$ cat config.mk
export PLATFORM = sky130hd
export DESIGN_NAME = ex_operand_stage
export DESIGN_NICKNAME = d
export VERILOG_FILES = /design/src/rtl/ex_operand_stage.sv
export SDC_FILE = /design/constraint.sdc
export NUM_CORES = 1
export LEC_CHECK = 0
export BUFFER_PORTS_ARGS = -buffer_cell sky130_fd_sc_hd__buf_2
export CAP_MARGIN = 10
export CORE_UTILIZATION = 39
export DETAILED_ROUTE_END_ITERATION = 16
export PLACE_DENSITY = 0.66
export SLEW_MARGIN = 20
export SYNTH_ARGS = -nofsm -noshare
export SYNTH_HDL_FRONTEND = slang
export SYNTH_SLANG_ARGS = --single-unit
export TNS_END_PERCENT = 50
$ cat constraint.sdc
create_clock -name clock -period 3.5 [get_ports clock]
set_input_delay 0.875 -clock clock [delete_from_list [all_inputs] [get_ports clock]]
set_output_delay 0.875 -clock clock [all_outputs]
set_load 0.01 [all_outputs]
$ cat src/rtl/ex_operand_stage.sv
// ID/EX pipeline register with MEM/WB operand forwarding, shift/immediate operand
// selection and load-use hazard detection for the five-stage MIPS pipeline.
module ex_operand_stage (
  input  logic        clock,
  input  logic        resetn,
  input  logic        stall,
  input  logic        flush,
  input  logic        id_valid,
  input  logic [31:0] id_da,
  input  logic [31:0] id_db,
  input  logic [31:0] id_imm,
  input  logic [4:0]  id_sa,
  input  logic [3:0]  id_aluc,
  input  logic [4:0]  id_rs,
  input  logic [4:0]  id_rt,
  input  logic [4:0]  id_rn,
  input  logic        id_wreg,
  input  logic        id_m2reg,
  input  logic        id_wmem,
  input  logic        id_aluimm,
  input  logic        id_shift,
  input  logic        id_jal,
  input  logic [31:0] id_pc4,
  input  logic [4:0]  mem_rn,
  input  logic        mem_wreg,
  input  logic        mem_m2reg,
  input  logic [31:0] mem_alu,
  input  logic [4:0]  wb_rn,
  input  logic        wb_wreg,
  input  logic [31:0] wb_data,
  output logic [31:0] alu_a,
  output logic [31:0] alu_b,
  output logic [3:0]  alu_c,
  output logic [31:0] ex_store_data,
  output logic [4:0]  ex_rn,
  output logic        ex_wreg,
  output logic        ex_m2reg,
  output logic        ex_wmem,
  output logic        ex_jal,
  output logic        ex_valid,
  output logic [31:0] ex_pc8,
  output logic        load_use
);

  logic [31:0] ex_da;
  logic [31:0] ex_db;
  logic [31:0] ex_imm;
  logic [4:0]  ex_sa;
  logic [4:0]  ex_rs;
  logic [4:0]  ex_rt;
  logic        ex_aluimm;
  logic        ex_shift;

  logic        mem_fwd_a;
  logic        mem_fwd_b;
  logic        wb_fwd_a;
  logic        wb_fwd_b;
  logic [31:0] fwd_a;
  logic [31:0] fwd_b;

  // MEM-stage loads have no data yet, so only ALU results are taken from MEM.
  assign mem_fwd_a = mem_wreg & ~mem_m2reg & (mem_rn == ex_rs) & (ex_rs != 5'd0);
  assign mem_fwd_b = mem_wreg & ~mem_m2reg & (mem_rn == ex_rt) & (ex_rt != 5'd0);
  assign wb_fwd_a  = wb_wreg & (wb_rn == ex_rs) & (ex_rs != 5'd0);
  assign wb_fwd_b  = wb_wreg & (wb_rn == ex_rt) & (ex_rt != 5'd0);

  always_comb begin
    fwd_a = ex_da;
    if (mem_fwd_a)
      fwd_a = mem_alu;
    else if (wb_fwd_a)
      fwd_a = wb_data;
  end

  always_comb begin
    fwd_b = ex_db;
    if (mem_fwd_b)
      fwd_b = mem_alu;
    else if (wb_fwd_b)
      fwd_b = wb_data;
  end

  assign alu_a         = ex_shift  ? {27'b0, ex_sa} : fwd_a;
  assign alu_b         = ex_aluimm ? ex_imm         : fwd_b;
  assign ex_store_data = fwd_b;

  assign load_use = ex_valid & ex_wreg & ex_m2reg & (ex_rn != 5'd0) &
                    ((ex_rn == id_rs) | (ex_rn == id_rt));

  // While stalled the operands are refreshed so they outlive their producer.
  always_ff @(posedge clock or negedge resetn) begin
    if (!resetn) begin
      ex_valid  <= 1'b0;
      ex_da     <= '0;
      ex_db     <= '0;
      ex_imm    <= '0;
      ex_sa     <= '0;
      alu_c     <= '0;
      ex_rs     <= '0;
      ex_rt     <= '0;
      ex_rn     <= '0;
      ex_wreg   <= 1'b0;
      ex_m2reg  <= 1'b0;
      ex_wmem   <= 1'b0;
      ex_aluimm <= 1'b0;
      ex_shift  <= 1'b0;
      ex_jal    <= 1'b0;
      ex_pc8    <= '0;
    end else if (flush) begin
      ex_valid  <= 1'b0;
      ex_da     <= '0;
      ex_db     <= '0;
      ex_imm    <= '0;
      ex_sa     <= '0;
      alu_c     <= '0;
      ex_rs     <= '0;
      ex_rt     <= '0;
      ex_rn     <= '0;
      ex_wreg   <= 1'b0;
      ex_m2reg  <= 1'b0;
      ex_wmem   <= 1'b0;
      ex_aluimm <= 1'b0;
      ex_shift  <= 1'b0;
      ex_jal    <= 1'b0;
      ex_pc8    <= '0;
    end else if (stall) begin
      ex_da <= fwd_a;
      ex_db <= fwd_b;
    end else begin
      ex_valid  <= id_valid;
      ex_da     <= id_da;
      ex_db     <= id_db;
      ex_imm    <= id_imm;
      ex_sa     <= id_sa;
      alu_c     <= id_aluc;
      ex_rs     <= id_rs;
      ex_rt     <= id_rt;
      ex_rn     <= id_rn;
      ex_wreg   <= id_wreg;
      ex_m2reg  <= id_m2reg;
      ex_wmem   <= id_wmem;
      ex_aluimm <= id_aluimm;
      ex_shift  <= id_shift;
      ex_jal    <= id_jal;
      ex_pc8    <= id_pc4 + 32'd4;
    end
  end

endmodule

# --- After elaboration in Yosys (flattened, before gate mapping) ---
# Cells that the tools add are included.
classes:
  addsub: 1
  eq_ne: 7
  muxes: 38
  bitwise: 15
  reduce_logical: 3
ops:
  columns: ["op", "n"]
  rows:
  - ["$mux 32", 14]
  - ["$mux 5", 8]
  - ["$add 32x3->32 const B", 1]
  - ["$eq 5x5->1", 6]
  - ["$reduce_bool 5->1", 3]
  - ["$mux 1", 14]
  - ["$and 1x1->1", 13]
  - ["$mux 4", 2]
  - ["$ne 2x1->1 const B", 1]
  - ["$not 1->1", 1]
  - ["$or 1x1->1", 1]
word_totals:
  register_bits: 159
  in_bits: 240
  output_inout_bits: 143
  word_cells: 80

# --- Depth between registers and ports, before layout ---
depth:
  ltp_word: 7
  mapped_depth: 8
  ltp_nobuf: 6

# --- Worst setup path before layout ---
# No wires, ideal clock.
synth_timing:
  path_type: "input port to output port"
  from: "input wb_rn[1]"
  to: "output alu_b[10]"
  arrival_ns: 2.417
  required_time_ns: 2.625
  slack_ns: 0.208
  cell_stages: 6
  n_path_buf: 1
  path_cell_list: "xor2_1 > or4_4 > clkbuf_1 > o21ai_1 > a31oi_4 > mux2_2"
synth_via:
  elab_chain_cells: 6
synth_lines:
  columns: ["item", "line_no", "rtl"]
  rows:
  - ["start, declared", "28", "input logic [4:0] wb_rn,"]
  - ["$eq 5x5->1", "65", "assign wb_fwd_b = wb_wreg & (wb_rn == ex_rt) & (ex_rt != 5'd0);"]
  - ["$and 1x1->1 (2 in series)", "65", null]
  - ["$mux 32", "79", "else if (wb_fwd_b)"]
  - ["$mux 32", "77", "if (mem_fwd_b)"]
  - ["net ex_store_data[10]", "34", "output logic [31:0] ex_store_data,"]
  - ["$mux 32", "84", "assign alu_b = ex_aluimm ? ex_imm : fwd_b;"]
  - ["end, declared", "32", "output logic [31:0] alu_b,"]
# The timed path passes the listed nets, and every way through them passes these cells.

# --- Worst setup path after layout ---
layout_timing:
  from: "input wb_rn[1]"
  to: "output alu_b[21]"
layout_via:
  elab_chain_cells: 6
layout_lines:
  columns: ["item", "line_no"]
  rows:
  - ["$eq 5x5->1", "65"]
  - ["$and 1x1->1 (2 in series)", "65"]
  - ["$mux 32", "79"]
  - ["$mux 32", "77"]
  - ["$mux 32", "84"]
# No other way between the ends.

==> impl_metrics.json <==
{
  "ant_nets": 0,
  "slew_viol_final": 0,
  "cts_sinks": 159,
  "cap_viol_max_count": 0,
  "die_area_sq_um": 25300,
  "synth_largest_area_cell": "dfrtp_1",
  "critPathCaptureType": "output pin",
  "placedCellCount": 1668,
  "fin_tns_setup_ns": -1.05,
  "row_count": 57,
  "synth_nets": 1227,
  "yosysMostFrequentCell": "dfrtp_1",
  "power.total_uw": 5200,
  "drive_gt1_share_pct": 45.8,
  "stdcell_count": 1724,
  "syn_area_sq_um": 9630,
  "yosysWarnings": 0,
  "h-tree-depth": 4,
  "cp_slowest_cell": "or4_4",
  "final_nets": 1625,
  "r2r_cells": 8,
  "antenna_found_initial": 3,
  "fin_skew_ns": 0.00941,
  "numCtsBuffers": 17,
  "critPathRequiredTime_ns": 2.62,
  "synthTopCellsByCount": "dfrtp_1, nor2_1, nor3_1",
  "coreArea_sq_um": 24200,
  "cp-endpoint": "alu_b[21]",
  "clock_latency_ns": 0.42,
  "hpwlAfterDp_um": 25200,
  "drtIter0Drc": 674,
  "multi_input_area_sq_um": 5910,
  "synth.distinct_cells": 42,
  "worstMarginPinSlew_ns": 0.930,
  "track_usage_pct": 28.3,
  "startpoint": "wb_rn[1]",
  "worst_slack_ns": -0.115,
  "synth-edff-count": 0,
  "drt-vias-per-instance": 5.57,
  "portBuffers": 382,
  "fp.dieH_um": 159,
  "start_util_pct": 39.7,
  "cts_tree": "done",
  "place_ws_ns": -0.0905,
  "outcome": "finished with violations",
  "crit_family": "simple AND/OR/NAND/NOR gates",
  "clockBufferDepth": 2,
  "worstSetupStartpointType": "input pin",
  "grt-ovfl-total": 0,
  "postSynth.asyncResetShare_pct": 100,
  "place_congestion": 0.871,
  "max-slew-margin-rel_pct": 38.0,
  "num_io_pins": 383,
  "violations": "setup timing",
  "fmax_mhz": 277,
  "path_depth": 8,
  "cp_max_fo": 32,
  "p_leak_uw": 0.00655,
  "grt_pass1_wl_um": 55500,
  "ys_seq_area_share_pct": 41.3,
  "synth_area_per_cell_sq_um": 9.77,
  "synth_cells": 986,
  "hold_viol_final": 0,
  "slowest_delay_ns": 0.54,
  "period_share_pct": 103,
  "setup_viol": 28,
  "num_vias": 9598,
  "grt_max_degree": 84,
  "crit_type": "in -> out",
  "seqCellArea_sq_um": 3980,
  "crit_top_cell": "buf_2",
  "rrSetupSlack_ns": 1.17,
  "drc": 0,
  "post_drt_wl_per_cell_um": 21.4,
  "grt_pass1_vias": 9731,
  "postCtsHoldBufs": 0,
  "firstDrtPassIters": 5,
  "rsz0062_at_grt": "true",
  "crit_buf_inv": 3,
  "dieWidth_um": 159,
  "synth_top_area_share_pct": 41.3,
  "cts.clk_slew.worst_paths_ns": 0.07,
  "powerDensity_nw_per_um2": 376,
  "root_buffer": "clkbuf_16",
  "reg2reg_to": "ex_da[23]$_DFF_PN0_",
  "cp.arrival_ns": 2.74,
  "fillers": 2173,
  "crit_chain": "buf_2 > xor2_1 > or4_4 > buf_12 > o21ai_1 > a31oi_4 > mux2_2 > buf_2",
  "r2r-start": "ex_rs[1]$_DFFE_PN0P_",
  "fin_util_pct": 57.1,
  "synth_area_leaders": "dfrtp_1, mux2i_1, a31oi_4, nor2_1, nor3_1",
  "area_growth_pct": 43.8,
  "min_path_type": "in -> async",
  "min_period_ns": 3.62,
  "vdd.ir_drop.worst_mv": 0.299,
  "drt-total-wl_um": 37000,
  "ys_seq_elements": 159,
  "synth_ff_type": "dfrtp_1"
}
==> repair_timing <==
item	in CTS	in global routing
setup buffers	8	9
pin swaps	4	41
endpoints found under the setup margin	63	67
gates resized for setup	48	56
gates cloned	2	5
==> cells by family after synthesis <==
kind of cell	after synthesis	synth area share, %
adders and majority gates	1	0.130
buffers and inverters	106	4.87
xor gates and xnor gates	57	5.18
and+or+nand+nor	353	17.3
muxes	103	11.1
DFF	159	41.3
AOI/OAI and AO/OA	207	20.1
==> registers in the layout (all words and copies together), names as in the netlist <==
signal	cells
ex_wmem	1
ex_imm	32
ex_shift	1
alu_c	4
ex_rn	5
ex_jal	1
ex_m2reg	1
ex_valid	1
ex_pc8	32
ex_rt	5
ex_wreg	1
ex_da	32
ex_db	32
ex_rs	5
ex_aluimm	1
ex_sa	5
==> metrics by stage <==
step                      area, sq um  hold slack (ns)
after detailed placement        12300            0.489
after global routing            13800            0.470
after global placement          12300            0.488
after floorplan                  9630            0.484
after CTS                       13300            0.486
final                           13800            0.457
==> per-layer routing <==
layer | vias to the layer above | GRT usage, % | share of wire (%)
met5 | - | 0 | 0
met4 | 0 | 10.8 | 3.0
met3 | 72 | 6.17 | 8.2
met2 | 502 | 47.1 | 48
met1 | 4643 | 35.7 | 41
li1 | 4381 | - | -
==> final cells by class <==
type	instances	area share (%)
multi-input cells	721	42.7
flip-flops and latches	159	28.8
repair buffers	464	20.6
clock buffers	17	3.07
well taps	324	2.93
clock inverters	15	1.35
inverters	21	0.569
diodes	3	0.0542
==> placed cells by master, fill, tap and decap left out, types with 4 or more instances in the layout <==
| cell type | n |
|---|---|
| and4_1 | 4 |
| clkbuf_16 | 21 |
| o21ai_1 | 10 |
| nor4_1 | 4 |
| xor2_1 | 27 |
| mux2_2 | 32 |
| a31oi_4 | 30 |
| a22o_1 | 37 |
| inv_1 | 21 |
| o21ai_2 | 21 |
| o31ai_1 | 34 |
| inv_6 | 5 |
| a221oi_4 | 29 |
| and2_1 | 34 |
| o21a_1 | 12 |
| buf_4 | 59 |
| buf_12 | 17 |
| nor3_1 | 70 |
| nand2_1 | 46 |
| nor2b_1 | 4 |
| mux2i_1 | 71 |
| nor3_2 | 7 |
| buf_2 | 377 |
| buf_6 | 7 |
| inv_8 | 6 |
| dfrtp_1 | 156 |
| xnor2_1 | 30 |
| nand4_1 | 6 |
| nand3_1 | 44 |
| nor2_1 | 118 |
| a21oi_1 | 18 |
==> worst min path at each step <==
stage / start / endpoint / slack (ns)
floorplan: ex_imm[0]$_DFFE_PN0P_ / ex_imm[0]$_DFFE_PN0P_ / 0.48
global placement: ex_pc8[22]$_DFFE_PN0P_ / ex_pc8[22]$_DFFE_PN0P_ / 0.49
detailed placement: ex_pc8[28]$_DFFE_PN0P_ / ex_pc8[28]$_DFFE_PN0P_ / 0.49
CTS: resetn / ex_imm[15]$_DFFE_PN0P_ / 0.49
global route: resetn / ex_imm[15]$_DFFE_PN0P_ / 0.47
finish: resetn / ex_imm[15]$_DFFE_PN0P_ / 0.46
==> power by group <==
part | switching, uW | internal [uW] | leakage [uW]
registers | 92.4 | 1940 | 0.00210
clock network | 898 | 1090 | 0.000297
logic | 625 | 550 | 0.00415
Power figures use the tool's default switching activity.
